## src/rtl/switch_control_param_if.sv

```systemverilog
// Bus bundle for switch_control_param: header requests/grants, flits and crossbar selects.
// The master side drives requests and flits; the switch controller is the slave.
interface switch_control_param_if #(
  parameter int COORD_W = 4,
  parameter int FLIT_W  = 16
);
  logic [4:0]           h;
  logic [4:0]           ack_h;
  logic [2*COORD_W-1:0] address;
  logic [5*FLIT_W-1:0]  data;
  logic [4:0]           sender;
  logic [4:0]           free;
  logic [14:0]          mux_in;
  logic [14:0]          mux_out;

  modport master (
    output h, address, data, sender,
    input  ack_h, free, mux_in, mux_out
  );

  modport slave (
    input  h, address, data, sender,
    output ack_h, free, mux_in, mux_out
  );
endinterface

```

## src/rtl/switch_control_param.sv

```systemverilog
// switch_control_param: 5-port round-robin crossbar controller with dimension-order routing.
// Define SC_YX_ROUTING_EN to resolve the Y coordinate before X (YX); default build routes XY.
module switch_control_param #(
  parameter int COORD_W = 4,
  parameter int FLIT_W  = 16
) (
  input logic                   clock,
  input logic                   reset,
  switch_control_param_if.slave bus
);
  localparam int NPORT = 5;

  localparam logic [2:0] LOCAL = 3'd0;
  localparam logic [2:0] EAST  = 3'd1;
  localparam logic [2:0] WEST  = 3'd2;
  localparam logic [2:0] NORTH = 3'd3;
  localparam logic [2:0] SOUTH = 3'd4;

  localparam logic [2:0] S_INIT  = 3'd0;
  localparam logic [2:0] S_IDLE  = 3'd1;
  localparam logic [2:0] S_ARB   = 3'd2;
  localparam logic [2:0] S_ROUTE = 3'd3;
  localparam logic [2:0] S_GRANT = 3'd4;

  logic [2:0]           state_q, state_d;
  logic [2:0]           sel_q, out_q, lastSel_q;
  logic [2*COORD_W-1:0] hdr_q;
  logic [4:0]           ack_q, free_q, free_d, senderDly_q;
  logic [14:0]          muxIn_q, muxOut_q;

  logic [2:0]           rrSel, cand, routeOut;
  logic [2*COORD_W-1:0] hdrPick;
  logic [COORD_W-1:0]   tx, ty, myX, myY;

  function automatic logic [2:0] wrapPort(input logic [3:0] v);
    return (v >= 4'd5) ? 3'(v - 4'd5) : v[2:0];
  endfunction

  // Scan downwards so the nearest requester after lastSel_q is the one that sticks.
  always_comb begin
    rrSel = wrapPort({1'b0, lastSel_q} + 4'd1);
    cand  = LOCAL;
    for (int k = NPORT; k >= 1; k--) begin
      cand = wrapPort({1'b0, lastSel_q} + 4'(k));
      if (bus.h[cand]) rrSel = cand;
    end
  end

  // Only the coordinate field of the header flit matters for routing, so only it is kept.
  assign hdrPick = bus.data[int'(rrSel)*FLIT_W + FLIT_W - 2*COORD_W +: 2*COORD_W];

  assign tx  = hdr_q[2*COORD_W-1 -: COORD_W];
  assign ty  = hdr_q[COORD_W-1:0];
  assign myX = bus.address[2*COORD_W-1 -: COORD_W];
  assign myY = bus.address[COORD_W-1:0];

  always_comb begin
    routeOut = LOCAL;
`ifdef SC_YX_ROUTING_EN
    if (ty > myY)      routeOut = SOUTH;
    else if (ty < myY) routeOut = NORTH;
    else if (tx > myX) routeOut = EAST;
    else if (tx < myX) routeOut = WEST;
`else
    if (tx > myX)      routeOut = EAST;
    else if (tx < myX) routeOut = WEST;
    else if (ty > myY) routeOut = SOUTH;
    else if (ty < myY) routeOut = NORTH;
`endif
  end

  always_comb begin
    state_d = state_q;
    case (state_q)
      S_INIT:  state_d = S_IDLE;
      S_IDLE:  if (|bus.h) state_d = S_ARB;
      S_ARB:   state_d = S_ROUTE;
      S_ROUTE: state_d = (bus.h[sel_q] && free_q[routeOut]) ? S_GRANT : S_IDLE;
      S_GRANT: state_d = S_IDLE;
      default: state_d = S_INIT;
    endcase
  end

  // Releases are applied first so that a grant to the same output at this edge wins.
  always_comb begin
    free_d = free_q;
    for (int i = 0; i < NPORT; i++) begin
      if (senderDly_q[i] && !bus.sender[i]) free_d[muxIn_q[3*i +: 3]] = 1'b1;
    end
    if (state_q == S_GRANT) free_d[out_q] = 1'b0;
  end

  always_ff @(posedge clock or negedge reset) begin
    if (!reset) begin
      state_q     <= S_INIT;
      sel_q       <= LOCAL;
      out_q       <= LOCAL;
      lastSel_q   <= LOCAL;
      hdr_q       <= '0;
      ack_q       <= '0;
      free_q      <= 5'b11111;
      senderDly_q <= '0;
      muxIn_q     <= '0;
      muxOut_q    <= '0;
    end else begin
      state_q     <= state_d;
      free_q      <= free_d;
      senderDly_q <= bus.sender;
      ack_q       <= '0;
      if (state_q == S_ARB) begin
        sel_q     <= rrSel;
        lastSel_q <= rrSel;
        hdr_q     <= hdrPick;
      end
      if (state_q == S_ROUTE) out_q <= routeOut;
      if (state_q == S_GRANT) begin
        muxIn_q[3*sel_q +: 3]  <= out_q;
        muxOut_q[3*out_q +: 3] <= sel_q;
        ack_q[sel_q]           <= 1'b1;
      end
    end
  end

  assign bus.ack_h   = ack_q;
  assign bus.free    = free_q;
  assign bus.mux_in  = muxIn_q;
  assign bus.mux_out = muxOut_q;
endmodule

```

## src/flat_wrapper.sv

```systemverilog
// flat-port wrapper written by rule: the top's interface ports become plain ports
module switch_control_param_flat 
#(
  parameter int COORD_W = 4,
  parameter int FLIT_W  = 16
)
  (clock, reset, bus_h, bus_address, bus_data, bus_sender, bus_ack_h, bus_free, bus_mux_in, bus_mux_out);
  switch_control_param_if #(.COORD_W(COORD_W), .FLIT_W(FLIT_W)) bus_i ();
  input logic clock;
  input logic reset;
  input wire logic [$bits(bus_i.h)-1:0] bus_h;
  input wire logic [$bits(bus_i.address)-1:0] bus_address;
  input wire logic [$bits(bus_i.data)-1:0] bus_data;
  input wire logic [$bits(bus_i.sender)-1:0] bus_sender;
  output wire logic [$bits(bus_i.ack_h)-1:0] bus_ack_h;
  output wire logic [$bits(bus_i.free)-1:0] bus_free;
  output wire logic [$bits(bus_i.mux_in)-1:0] bus_mux_in;
  output wire logic [$bits(bus_i.mux_out)-1:0] bus_mux_out;
  assign bus_i.h = bus_h;
  assign bus_i.address = bus_address;
  assign bus_i.data = bus_data;
  assign bus_i.sender = bus_sender;
  assign bus_ack_h = bus_i.ack_h;
  assign bus_free = bus_i.free;
  assign bus_mux_in = bus_i.mux_in;
  assign bus_mux_out = bus_i.mux_out;
  switch_control_param #(.COORD_W(COORD_W), .FLIT_W(FLIT_W)) u_core (.clock(clock), .reset(reset), .bus(bus_i));
endmodule
```

## config.mk

```make
export PLATFORM = sky130hd
export DESIGN_NAME = switch_control_param_flat
export DESIGN_NICKNAME = d
export VERILOG_FILES = /design/src/rtl/switch_control_param_if.sv /design/src/rtl/switch_control_param.sv /design/src/flat_wrapper.sv
export SDC_FILE = /design/constraint.sdc
export NUM_CORES = 1
export LEC_CHECK = 0
export BUFFER_PORTS_ARGS = -buffer_cell sky130_fd_sc_hd__buf_2
export CAP_MARGIN = 30
export CORE_AREA = 2 2 113 82
export CTS_CLUSTER_SIZE = 14
export DETAILED_ROUTE_END_ITERATION = 6
export DIE_AREA = 0 0 115 84
export MAX_ROUTING_LAYER = met4
export PLACE_DENSITY = 0.89
export SLEW_MARGIN = 15
export SYNTH_ARGS = -nofsm -noshare
export SYNTH_HDL_FRONTEND = slang
export SYNTH_SLANG_ARGS = --single-unit
export TNS_END_PERCENT = 5
```

## constraint.sdc

```tcl
create_clock -name clock -period 14.7 [get_ports clock]
set_input_delay 3.675 -clock clock [delete_from_list [all_inputs] [get_ports clock]]
set_output_delay 3.675 -clock clock [all_outputs]
set_load 0.02 [all_outputs]
```

==> metrics.txt <==
status completed; mean post-synth cell area 9.107 um^2; M1 wire length about 5.6 mm; Starting Density between 50% and 60%; routed wl met2 approximately 5.8 mm; Worst R2R End u_core.hdr_q[2]$_DFFE_PN0P_; fmax between 0.1 and 0.15 GHz; metal3 WL approximately 1.1 mm; CTS tree built; dominant cell type by area after synthesis dfrtp_1; Syn Nets between 600 and 700; area grow syn2layout 17.73%; Core Footprint 8708 um^2; pin count of the biggest net entering global routing 63; top cells by area, synth dfrtp_1 31%, ha_1 7.3%, nand2_1 5.2%; number of buffers created by CTS 9; worst-margin pin slew approximately 0.92 ns; CP Max Fanout 12; HP Class reg2reg; total gr overflow 0; Clock Latency Late Sink 0.34 ns; DIE HEIGHT 84 um; unrepaired setup endpoints after global routing no; Final Power 1637 uW; Synth top area share 30.71%; worst path required time approximately 15 ns; layout cell share with drive strength beyond 1 a little over a quarter; top cells by count, synth 64 x nand2_1, 57 x dfrtp_1, 37 x o21ai_0; antenna violations before repair 0; CTS sink count between 60 and 70; final layout net count just over 700; Seq pwr share between 10% and 20%; # rows 29; post-DP HPWL around 9.0 mm; Arr. time, crit path approximately 7.3 ns; Worst Setup EP u_core.hdr_q[2]$_DFFE_PN0P_; critical path endpoint category flip-flop; DIE AREA 9660 um^2; Slew headroom ~39%; Setup Fix Bufs, Post-CTS 0; worst r2r src u_core.sel_q[1]$_DFFE_PN0P_; Internal between 800 and 900 uW; final slew viol count 0; Fin. Hold Viols 0; clock power share a little over an eighth; Worst IR Drop VDD 217.2 uV; maxcap violations 0; First DRT Iteration DRCs 555; Yosys cell types 85; DRT Pass-1 Iters 6; Top-Level Pins 140; top sig layer met4; Die W approximately 120 um; critical path class in2reg; EDFF count, synth 0; Routed WL per cell roughly 18 um; global-route wire length before repair 20.73 mm; Pleak about 0.0025 uW; Seq/Total Area, Yosys between 30% and 40%; cts hold-fix bufs 0; Layout Skew approximately 0.0096 ns; crit path launch bus_h[1]; most used flip-flop cell after synthesis dfrtp_1; Mapped Area around 4600 um^2; Residual DRC 0; RD Place Congestion between 1 and 1.5; Net Sw Power a little under 800 uW; Post-Syn Instances ~500; count of final setup violators 0; GR Util All Layers between 20% and 30%; via count ~4500; Reg2Reg Depth 16; Final ANT Viol Nets 0; Seq cells post-synth 62; n_diodes 0; Vias/cell 6.331; FF-to-FF setup slack slightly below 9 ns; post-CTS resize count 0; root buf cell clkbuf_16; Max Root-Sink Buffers 2; CTS clock-pin slew for the worst setup and hold paths 0.06 ns; Total Wirelength roughly 13 mm; Async SR Flop Fraction 100.0%; vias in the first global route 4364; Period minus WS final between 7 and 8 ns; sw frac between 40% and 50%; Final Cycle Share between 40% and 50%; most frequent cell after synthesis nand2_1; Logic pwr share 71.0%; Pwr Density 299.4 nW/um^2; Yosys warning total 0; PortBufs 99; Total Neg Setup Slack 0 ns; element type at the critical path start primary input; H-tree depth 3
how the worst min path moves through the flow:
stage,from,to,slack (ns),cells past startpoint
global route,u_core.bus.mux_out[10]$_DFFE_PN0P_,u_core.bus.mux_out[10]$_DFFE_PN0P_,0.51,2
global placement,u_core.bus.mux_out[8]$_DFFE_PN0P_,u_core.bus.mux_out[8]$_DFFE_PN0P_,0.47,2
detailed placement,u_core.bus.mux_out[10]$_DFFE_PN0P_,u_core.bus.mux_out[10]$_DFFE_PN0P_,0.47,2
floorplan,u_core.state_q[2]$_DFFE_PN0P_,u_core.state_q[1]$_DFFE_PN0P_,0.49,1
CTS,u_core.bus.mux_out[10]$_DFFE_PN0P_,u_core.bus.mux_out[10]$_DFFE_PN0P_,0.48,2
finish,u_core.bus.mux_out[10]$_DFFE_PN0P_,u_core.bus.mux_out[10]$_DFFE_PN0P_,0.48,2
layout make-up:
class | instances | area, um^2
clock buffer | 13 | 270.3
clock inverter | 3 | 42.54
fill | 717 | 3241
inverter | 22 | 82.58
multi-input combinational | 400 | 2861
sequential | 62 | 1558
tap | 108 | 135.1
timing repair buffer | 102 | 518.0
power by group through the flow:
stage | clock [uW] | sequential (uW) | combinational, uW
after global placement | 0 | 252 | 1110
final | 221 | 253 | 1160
after CTS | 223 | 251 | 1160
after floorplan | 0 | 241 | 970
after global routing | 228 | 258 | 1270
after detailed placement | 0 | 253 | 1150
registers in the layout (all words and copies together), names as in the netlist:
name,cells
u_core.senderDly_q,5
u_core.bus.free,5
u_core.bus.mux_out,15
u_core.out_q,3
u_core.bus.mux_in,15
u_core.state_q,3
u_core.hdr_q,8
u_core.bus.ack_h,5
u_core.sel_q,3
routing by layer:
| layer | up-vias | global-route usage (%) |
|---|---|---|
| li1 | 2058 | - |
| met1 | 2154 | 36.66 |
| met2 | 257 | 40.59 |
| met3 | 26 | 5.737 |
| met4 | 0 | 10.30 |
| met5 | - | - |
placed cells by master, fill, tap and decap left out, types with 3 or more instances in the layout:
master	synthesis	routed
buf_2	6	99
nand2_1	64	64
dfrtp_1	57	57
o21ai_0	37	37
nor2_1	33	33
ha_1	27	27
inv_1	20	20
nand3_1	20	20
nor3_1	19	19
a21oi_1	15	15
mux2i_1	14	14
nand2b_1	9	9
clkbuf_16	0	9
nor2b_1	8	8
o31ai_1	8	8
mux2_2	8	8
mux4_2	8	8
nor3b_1	8	8
a221oi_1	8	8
nand3b_1	7	7
nand4b_1	6	6
and3_1	6	6
dfstp_2	5	5
a211oi_1	4	4
xnor2_1	4	4
nand4_1	4	4
a22oi_1	4	4
and2_1	4	4
a31oi_1	4	4
o21a_1	3	3
o22ai_1	3	3
o21ai_1	3	3
xor2_1	3	3
a21boi_0	3	3
clkbuf_8	0	3
buf_4	1	3
through the flow:
step	hold slack, ns	utilization, %	instance area, um^2	worst slack [ns]	std cells
floorplan	0.4900	-	4644	7.653	510
detailed placement	0.4667	59.20	5155	7.336	694
CTS	0.4813	62.79	5468	7.680	710
global placement	0.4664	59.20	5155	7.459	694
global route	0.5103	62.79	5468	7.363	710
finish	0.4846	62.79	5468	7.623	710
kinds of logic (layout without fill, tap and decap cells):
logic type | count (synthesis) | in the layout | synth area share, %
multiplexers | 33 | 33 | 10.13
flip-flops | 62 | 62 | 33.54
buffers and inverters | 48 | 140 | 4.849
adder cells (fa/ha/maj) | 28 | 28 | 7.705
XOR/XNOR | 8 | 8 | 1.670
AND/OR/NAND/NOR | 204 | 204 | 22.66
AO/OA/AOI/OAI | 127 | 127 | 19.45
critical path, cell delays in order:
cell	delay, ns
buf_2	0.19
mux2i_1	0.20
mux2_2	0.34
o31ai_1	0.30
a31oi_1	0.13
o2111ai_1	0.13
a31oi_1	0.16
and2_1	0.20
mux2_2	0.28
ha_1	0.63
nor2b_1	0.14
nor3_1	0.18
nand2_1	0.11
a31oi_2	0.46
nor3_1	0.13
No activity file was read; power rests on OpenSTA's default activity.
